==> src/rtl/fp_addsub_normalizer.sv <==
// Post-add normalize-and-pack stage: renormalizes the raw mantissa sum and packs an IEEE-754 single.
// Optional FP_NORM_LZC_EN replaces the iterative left-shift loop with a one-cycle leading-zero count plus barrel shift.
module fp_addsub_normalizer #(
  parameter int MANT_W   = 24,
  parameter int EXP_W    = 8,
  parameter int RESULT_W = 32
) (
  input  logic                clk,
  input  logic                rst,
  input  logic                in_valid,
  output logic                in_ready,
  input  logic [MANT_W-1:0]   mant_sum,
  input  logic                carry,
  input  logic                op,
  input  logic [EXP_W-1:0]    exp_in,
  input  logic                sign_in,
  output logic                out_valid,
  input  logic                out_ready,
  output logic [RESULT_W-1:0] result,
  output logic                overflow,
  output logic                underflow,
  output logic                zero
);

  typedef enum logic [1:0] {
    IDLE = 2'd0,
    PREP = 2'd1,
    NORM = 2'd2,
    DONE = 2'd3
  } state_t;

  localparam logic [EXP_W-1:0] EXP_MAX = {EXP_W{1'b1}};
  localparam logic [EXP_W-1:0] EXP_ONE = EXP_W'(1);

  state_t                state_q, state_d;
  logic [MANT_W-1:0]     mant_q, mant_d;
  logic [EXP_W-1:0]      exp_q, exp_d;
  logic                  sign_q, sign_d;
  logic                  op_q, op_d;
  logic                  carry_q, carry_d;
  logic [RESULT_W-1:0]   result_q, result_d;
  logic                  overflow_q, overflow_d;
  logic                  underflow_q, underflow_d;
  logic                  zero_q, zero_d;

  logic [MANT_W-1:0]     prep_mant_s;
  logic                  prep_sign_s;
  logic [MANT_W-1:0]     shift_mant_s;
  logic [EXP_W-1:0]      shift_exp_s;
  logic                  norm_flush_s;

  // A negative difference arrives as a two's-complement magnitude with no carry-out.
  assign prep_mant_s = (op_q && !carry_q) ? (~mant_q + MANT_W'(1)) : mant_q;
  assign prep_sign_s = (op_q && !carry_q) ? ~sign_q : sign_q;

`ifdef FP_NORM_LZC_EN
  localparam int LZC_W = $clog2(MANT_W);

  // Highest set bit wins; NORM is only entered with a nonzero mantissa.
  function automatic logic [LZC_W-1:0] lzc_f(input logic [MANT_W-1:0] m);
    lzc_f = '0;
    for (int i = 0; i < MANT_W; i++) begin
      if (m[i]) begin
        lzc_f = LZC_W'(MANT_W - 1 - i);
      end
    end
  endfunction

  logic [LZC_W-1:0] lzc_s;
  logic [EXP_W-1:0] lzc_ext_s;

  assign lzc_s        = lzc_f(mant_q);
  assign lzc_ext_s    = EXP_W'(lzc_s);
  assign shift_mant_s = mant_q << lzc_s;
  assign shift_exp_s  = exp_q - lzc_ext_s;
  assign norm_flush_s = (lzc_ext_s >= exp_q);
`else
  assign shift_mant_s = mant_q << 1;
  assign shift_exp_s  = exp_q - EXP_ONE;
  // Exponent 0 is treated like 1 so a denormal input can never wrap the exponent.
  assign norm_flush_s = (exp_q <= EXP_ONE);
`endif

  // State and datapath registers.
  always_ff @(posedge clk) begin
    if (rst) begin
      state_q     <= IDLE;
      mant_q      <= '0;
      exp_q       <= '0;
      sign_q      <= 1'b0;
      op_q        <= 1'b0;
      carry_q     <= 1'b0;
      result_q    <= '0;
      overflow_q  <= 1'b0;
      underflow_q <= 1'b0;
      zero_q      <= 1'b0;
    end else begin
      state_q     <= state_d;
      mant_q      <= mant_d;
      exp_q       <= exp_d;
      sign_q      <= sign_d;
      op_q        <= op_d;
      carry_q     <= carry_d;
      result_q    <= result_d;
      overflow_q  <= overflow_d;
      underflow_q <= underflow_d;
      zero_q      <= zero_d;
    end
  end

  // Next-state, classification, normalization and packing.
  always_comb begin
    state_d     = state_q;
    mant_d      = mant_q;
    exp_d       = exp_q;
    sign_d      = sign_q;
    op_d        = op_q;
    carry_d     = carry_q;
    result_d    = result_q;
    overflow_d  = overflow_q;
    underflow_d = underflow_q;
    zero_d      = zero_q;

    case (state_q)
      IDLE: begin
        if (in_valid) begin
          mant_d      = mant_sum;
          carry_d     = carry;
          op_d        = op;
          exp_d       = exp_in;
          sign_d      = sign_in;
          overflow_d  = 1'b0;
          underflow_d = 1'b0;
          zero_d      = 1'b0;
          state_d     = PREP;
        end else begin
          state_d = IDLE;
        end
      end

      PREP: begin
        state_d = DONE;
        if (!op_q && carry_q) begin
          if (exp_q >= (EXP_MAX - EXP_ONE)) begin
            overflow_d = 1'b1;
            result_d   = {sign_q, EXP_MAX, {(MANT_W-1){1'b0}}};
          end else begin
            result_d = {sign_q, exp_q + EXP_ONE, mant_q[MANT_W-1:1]};
          end
        end else if (prep_mant_s == '0) begin
          zero_d   = 1'b1;
          result_d = '0;
        end else if (exp_q == EXP_MAX) begin
          overflow_d = 1'b1;
          result_d   = {prep_sign_s, EXP_MAX, {(MANT_W-1){1'b0}}};
        end else if (prep_mant_s[MANT_W-1]) begin
          result_d = {prep_sign_s, exp_q, prep_mant_s[MANT_W-2:0]};
        end else begin
          mant_d  = prep_mant_s;
          sign_d  = prep_sign_s;
          state_d = NORM;
        end
      end

      NORM: begin
        if (norm_flush_s) begin
          underflow_d = 1'b1;
          result_d    = {sign_q, {(RESULT_W-1){1'b0}}};
          state_d     = DONE;
        end else begin
          mant_d = shift_mant_s;
          exp_d  = shift_exp_s;
          if (shift_mant_s[MANT_W-1]) begin
            result_d = {sign_q, shift_exp_s, shift_mant_s[MANT_W-2:0]};
            state_d  = DONE;
          end else begin
            state_d = NORM;
          end
        end
      end

      DONE: begin
        if (out_ready) begin
          overflow_d  = 1'b0;
          underflow_d = 1'b0;
          zero_d      = 1'b0;
          state_d     = IDLE;
        end else begin
          state_d = DONE;
        end
      end

      default: begin
        state_d = IDLE;
      end
    endcase
  end

  assign in_ready  = (state_q == IDLE);
  assign out_valid = (state_q == DONE);
  assign result    = result_q;
  assign overflow  = overflow_q;
  assign underflow = underflow_q;
  assign zero      = zero_q;

endmodule
==> config.mk <==
export PLATFORM = sky130hd
export DESIGN_NAME = fp_addsub_normalizer
export DESIGN_NICKNAME = d
export VERILOG_FILES = /design/src/rtl/fp_addsub_normalizer.sv
export SDC_FILE = /design/constraint.sdc
export NUM_CORES = 1
export LEC_CHECK = 0
export BUFFER_PORTS_ARGS = -buffer_cell sky130_fd_sc_hd__buf_2
export CAP_MARGIN = 20
export CORE_ASPECT_RATIO = 1.25
export CORE_MARGIN = 4
export CORE_UTILIZATION = 31
export CTS_BUF_LIST = sky130_fd_sc_hd__clkbuf_4 sky130_fd_sc_hd__clkbuf_8
export DETAILED_ROUTE_END_ITERATION = 16
export PLACE_DENSITY_LB_ADDON = 0.2
export SYNTH_ARGS = -nofsm -noshare
export SYNTH_HDL_FRONTEND = slang
export SYNTH_SLANG_ARGS = --single-unit
==> constraint.sdc <==
create_clock -name clk -period 8.3 [get_ports clk]
set_clock_uncertainty 0.1 [all_clocks]
set_input_delay 0.415 -clock clk [delete_from_list [all_inputs] [get_ports clk]]
set_output_delay 0.415 -clock clk [all_outputs]
set_load 0.03 [all_outputs]
==> results by group <==
Logic synthesis
  • Post-synthesis async set-or-reset flop share: 0%
  • Distinct cells, synth: 71
  • Main synth FF type: dfxtp_1
  • Cells after Synth: 695
  • Synth warn: 0
  • EDFF count, synth: 0
  • Post-Syn Area: 5283 µm²
  • Seq cells post-synth: 72
  • Avg Cell Area, Syn: 7.601 µm²
  • Mapped Nets: 744
  • Register area share after synthesis: 27.29%

Hold path
  • Hold Path Depth: 3
  • Worst Min Path Start: op
  • WHS Endpoint: op_q$_SDFFE_PP0P_
  • Hold crit path type: input port to flop

Timing
  • Final hold vios: 0
  • Setup TNS: 0 ns
  • Least-Margin Pin Slew: 1.136 ns
  • RSZ-0062 raised after global routing: false
  • Fin. max-slew vios: 0
  • # setup viols final: 0
  • Final Cycle Share: 48.70%
  • Fmax: 247.4 MHz
  • Crit path time final: 4.042 ns
  • Hold_ws: 0.2039 ns
  • Max_slew headroom: 24.29%

Route
  • DRC viols: 0
  • Post-DRT Antenna Nets: 0
  • Pre-antenna DRT Iters: 8
  • Vias: 5,503
  • Vias per inst: 5.867
  • Routed wire length: 18.48 mm
  • Starting DRT DRC Count: 676
  • Drt wl/cell: 19.70 µm

Run status
  • Status: finished clean

Finish
  • Antenna Cells: 0
  • Synth-to-Final Area Change: 11.84%
  • Fin nets: 762
  • Final Instance Count excl. Fillers: 938
  • FILL cells: 1,813
  • Final Cell Area: 5908 µm²
  • Layout cells sized above 1: 18.52%
  • Most common cell after layout, fill and taps aside: a21oi_1
  • Most frequent cells in the layout: a21oi_1 (89), buf_2 (75), dfxtp_1 (72)
  • Multi-input gate area: 3443 µm²
  • Register Area: 1441 µm²

Pwr
  • Sw frac: 54.86%
  • Power Total: 0.002829 W
  • Clock network fraction of design power: 11.4%
  • Comb pwr share: 62.5%
  • Leakage power: 2.085 nW
  • Internal power: 0.001277 W
  • Net switching power: 0.001552 W
  • Max VDD drop: 0.1467 mV
  • PD cells: 478.9 nW/µm²
  • Seq pwr share: 26.2%

Placed design
  • Area after DPL: 5640 µm²
  • RD Place Congestion: 0.9169
  • Port Buffers: 75
  • Placed cells: 920
  • Hpwl dp: 12.79 mm

Die
  • Die Y-Extent: 153.9 µm
  • Die area: 19,210 µm²
  • Initial Utilization: 31.49%
  • IO Count: 76
  • Num rows: 53
  • Die W: 124.8 µm
  • Core area: 16,780 µm²

Critical path
  • FF-to-FF setup slack: 4.26 ns
  • R2R Path End: result[28]$_SDFFE_PP0P_
  • Data arrival time of the critical path: 4.23 ns
  • Setup CP Type: flop to flop
  • Reg2Reg Launch Point: mant_q[0]$_SDFFE_PP0P_
  • Critical Path End Type: flop
  • CP dominant cell by count: a21oi_1
  • Crit-path max FO: 31
  • Crit-path cells: inv_1, ha_1, nor4b_4, a21oi_1, xor2_1, nor4bb_1, o211ai_1, or4_4, o211ai_4, a21oi_1, a311oi_2
  • Cells on worst reg2reg path: 11
  • CP max-delay cell: o211ai_4
  • Critical path startpoint category: flop
  • CP required: 8.48 ns
  • Worst stage delay on the critical path: 0.71 ns

Global routing
  • First-pass GRT wire length: 29.42 mm
  • GRT Residual Overflow: 0
  • Vias in the first global route: 5,290
  • Initial antenna violation count: 0
  • Total GRT Usage: 18.64%
  • Largest net degree at the start of global routing: 73

Clock network
  • Worst skew pair latency: 0.37 ns
  • Clock buffer depth: 2
  • Resize count post-CTS: 0
  • Clock-pin slew of the registers on the worst-case setup and hold paths: 0.08 ns
  • CTS sink cnt: 72
  • Htree depth: 3
  • CTS tree: yes
  • Clk root buf: clkbuf_8
  • Cts hold-fix bufs: 0
  • Number of setup buffers added after CTS: 0
  • TritonCTS Buffers: 9

Run
  • Max-cap violations: 0
==> layer usage <==
layer  vias up  track usage [%]  share of wire [%]  wire length [µm]
met5         -                0                  0                 0
li1       2639                -                  -                 -
met1      2660            23.82                 43              7950
met3        29            3.023                4.8               895
met4         0            5.483                2.1               382
met2       175            32.32                 50              9250
==> state kept, by name (all words and copies together) (netlist names) <==
signal / flops
result: 32
mant_q: 24
exp_q: 8
state_q: 2
carry_q: 1
op_q: 1
overflow: 1
sign_q: 1
underflow: 1
zero: 1
==> power by group through the flow <==
stage / Sequential (W) / Combinational (W) / Clock [W]
2_1_floorplan: 0.000717 / 0.00132 / 0
3_3_place_gp: 0.000743 / 0.00171 / 0
3_5_place_dp: 0.000744 / 0.00173 / 0
4_1_cts: 0.000736 / 0.00174 / 0.000328
5_1_grt: 0.000766 / 0.00193 / 0.000343
6_report: 0.000741 / 0.00177 / 0.000321
==> per-stage QoR <==
stage / utilization [%] / setup WS, ns
2_1_floorplan: - / 5.181
3_3_place_gp: 33.62 / 4.416
3_5_place_dp: 33.62 / 4.303
4_1_cts: 34.96 / 4.264
5_1_grt: 35.22 / 3.945
6_report: 35.22 / 4.258
==> synthesized netlist by cell type (all sizes together) (2+ instances only) <==
cell | n | area, µm²
a21oi | 90 | 450.4
dfxtp | 72 | 1441
nand2 | 54 | 202.7
clkbuf | 52 | 196.4
nor2 | 48 | 187.7
nand3 | 44 | 220.2
a22oi | 31 | 232.7
o21ai | 30 | 153.9
nor3 | 25 | 130.1
buf | 24 | 150.1
o221ai | 22 | 192.7
a211oi | 20 | 180.2
inv | 16 | 60.06
o211ai | 16 | 133.9
xor2 | 13 | 121.4
xnor2 | 12 | 112.6
a311oi | 10 | 106.4
ha | 10 | 125.1
nor2b | 9 | 56.30
nor4 | 9 | 107.6
a221oi | 8 | 70.07
mux2i | 8 | 80.08
a31oi | 7 | 43.79
and2 | 7 | 43.80
nand2b | 5 | 31.28
or2 | 5 | 31.28
a222oi | 4 | 40.04
nand4 | 4 | 43.80
or3 | 4 | 25.02
or4 | 4 | 33.78
a211o | 3 | 26.28
and3 | 3 | 18.77
a32oi | 2 | 17.52
a41oi | 2 | 17.52
nand3b | 2 | 15.01
o21a | 2 | 15.01
o22ai | 2 | 12.51
o31ai | 2 | 15.01
==> area by class of cell <==
type                            count  area share [%]
Clock buffer                       13           3.028
Tap cell                          220           4.659
Sequential cell                    72           24.40
Multi-Input combinational cell    531           58.28
Inverter                           16           1.017
Clock inverter                      3          0.7836
Timing Repair Buffer               83           7.836
==> cells by family (layout without fill, tap and decap cells) <==
| logic type | Yosys count | in the layout | synth area share (%) |
|---|---|---|---|
| buf+inv | 92 | 115 | 7.698 |
| flops | 72 | 72 | 27.29 |
| fa+ha+maj | 10 | 10 | 2.369 |
| compound gates | 260 | 260 | 33.82 |
| mux | 9 | 9 | 1.729 |
| simple gates | 227 | 227 | 22.67 |
| xor+xnor | 25 | 25 | 4.429 |
==> how the worst max path moves through the flow <==
| stage | startpoint | end | slack [ns] | cells after the start |
|---|---|---|---|---|
| 4_1_cts | mant_q[0]$_SDFFE_PP0P_ | result[27]$_SDFFE_PP0P_ | 4.26 | 11 |
| 2_1_floorplan | mant_q[0]$_SDFFE_PP0P_ | result[25]$_SDFFE_PP0P_ | 5.18 | 13 |
| 3_5_place_dp | mant_q[0]$_SDFFE_PP0P_ | result[6]$_SDFFE_PP0P_ | 4.30 | 11 |
| 5_1_grt | mant_q[0]$_SDFFE_PP0P_ | result[7]$_SDFFE_PP0P_ | 3.94 | 11 |
| 3_3_place_gp | mant_q[0]$_SDFFE_PP0P_ | result[29]$_SDFFE_PP0P_ | 4.42 | 11 |
| 6_report | mant_q[0]$_SDFFE_PP0P_ | result[28]$_SDFFE_PP0P_ | 4.26 | 11 |
==> worst max-delay path: cells and delay by family, from the launching register on <==
family	cells	cell delay (ns)
compound gates	5	1.53
xor+xnor	1	0.21
fa+ha+maj	1	0.28
buf+inv	1	0.12
flops	1	0.41
simple gates	3	1.29
No activity file was read; power rests on OpenSTA's default activity.
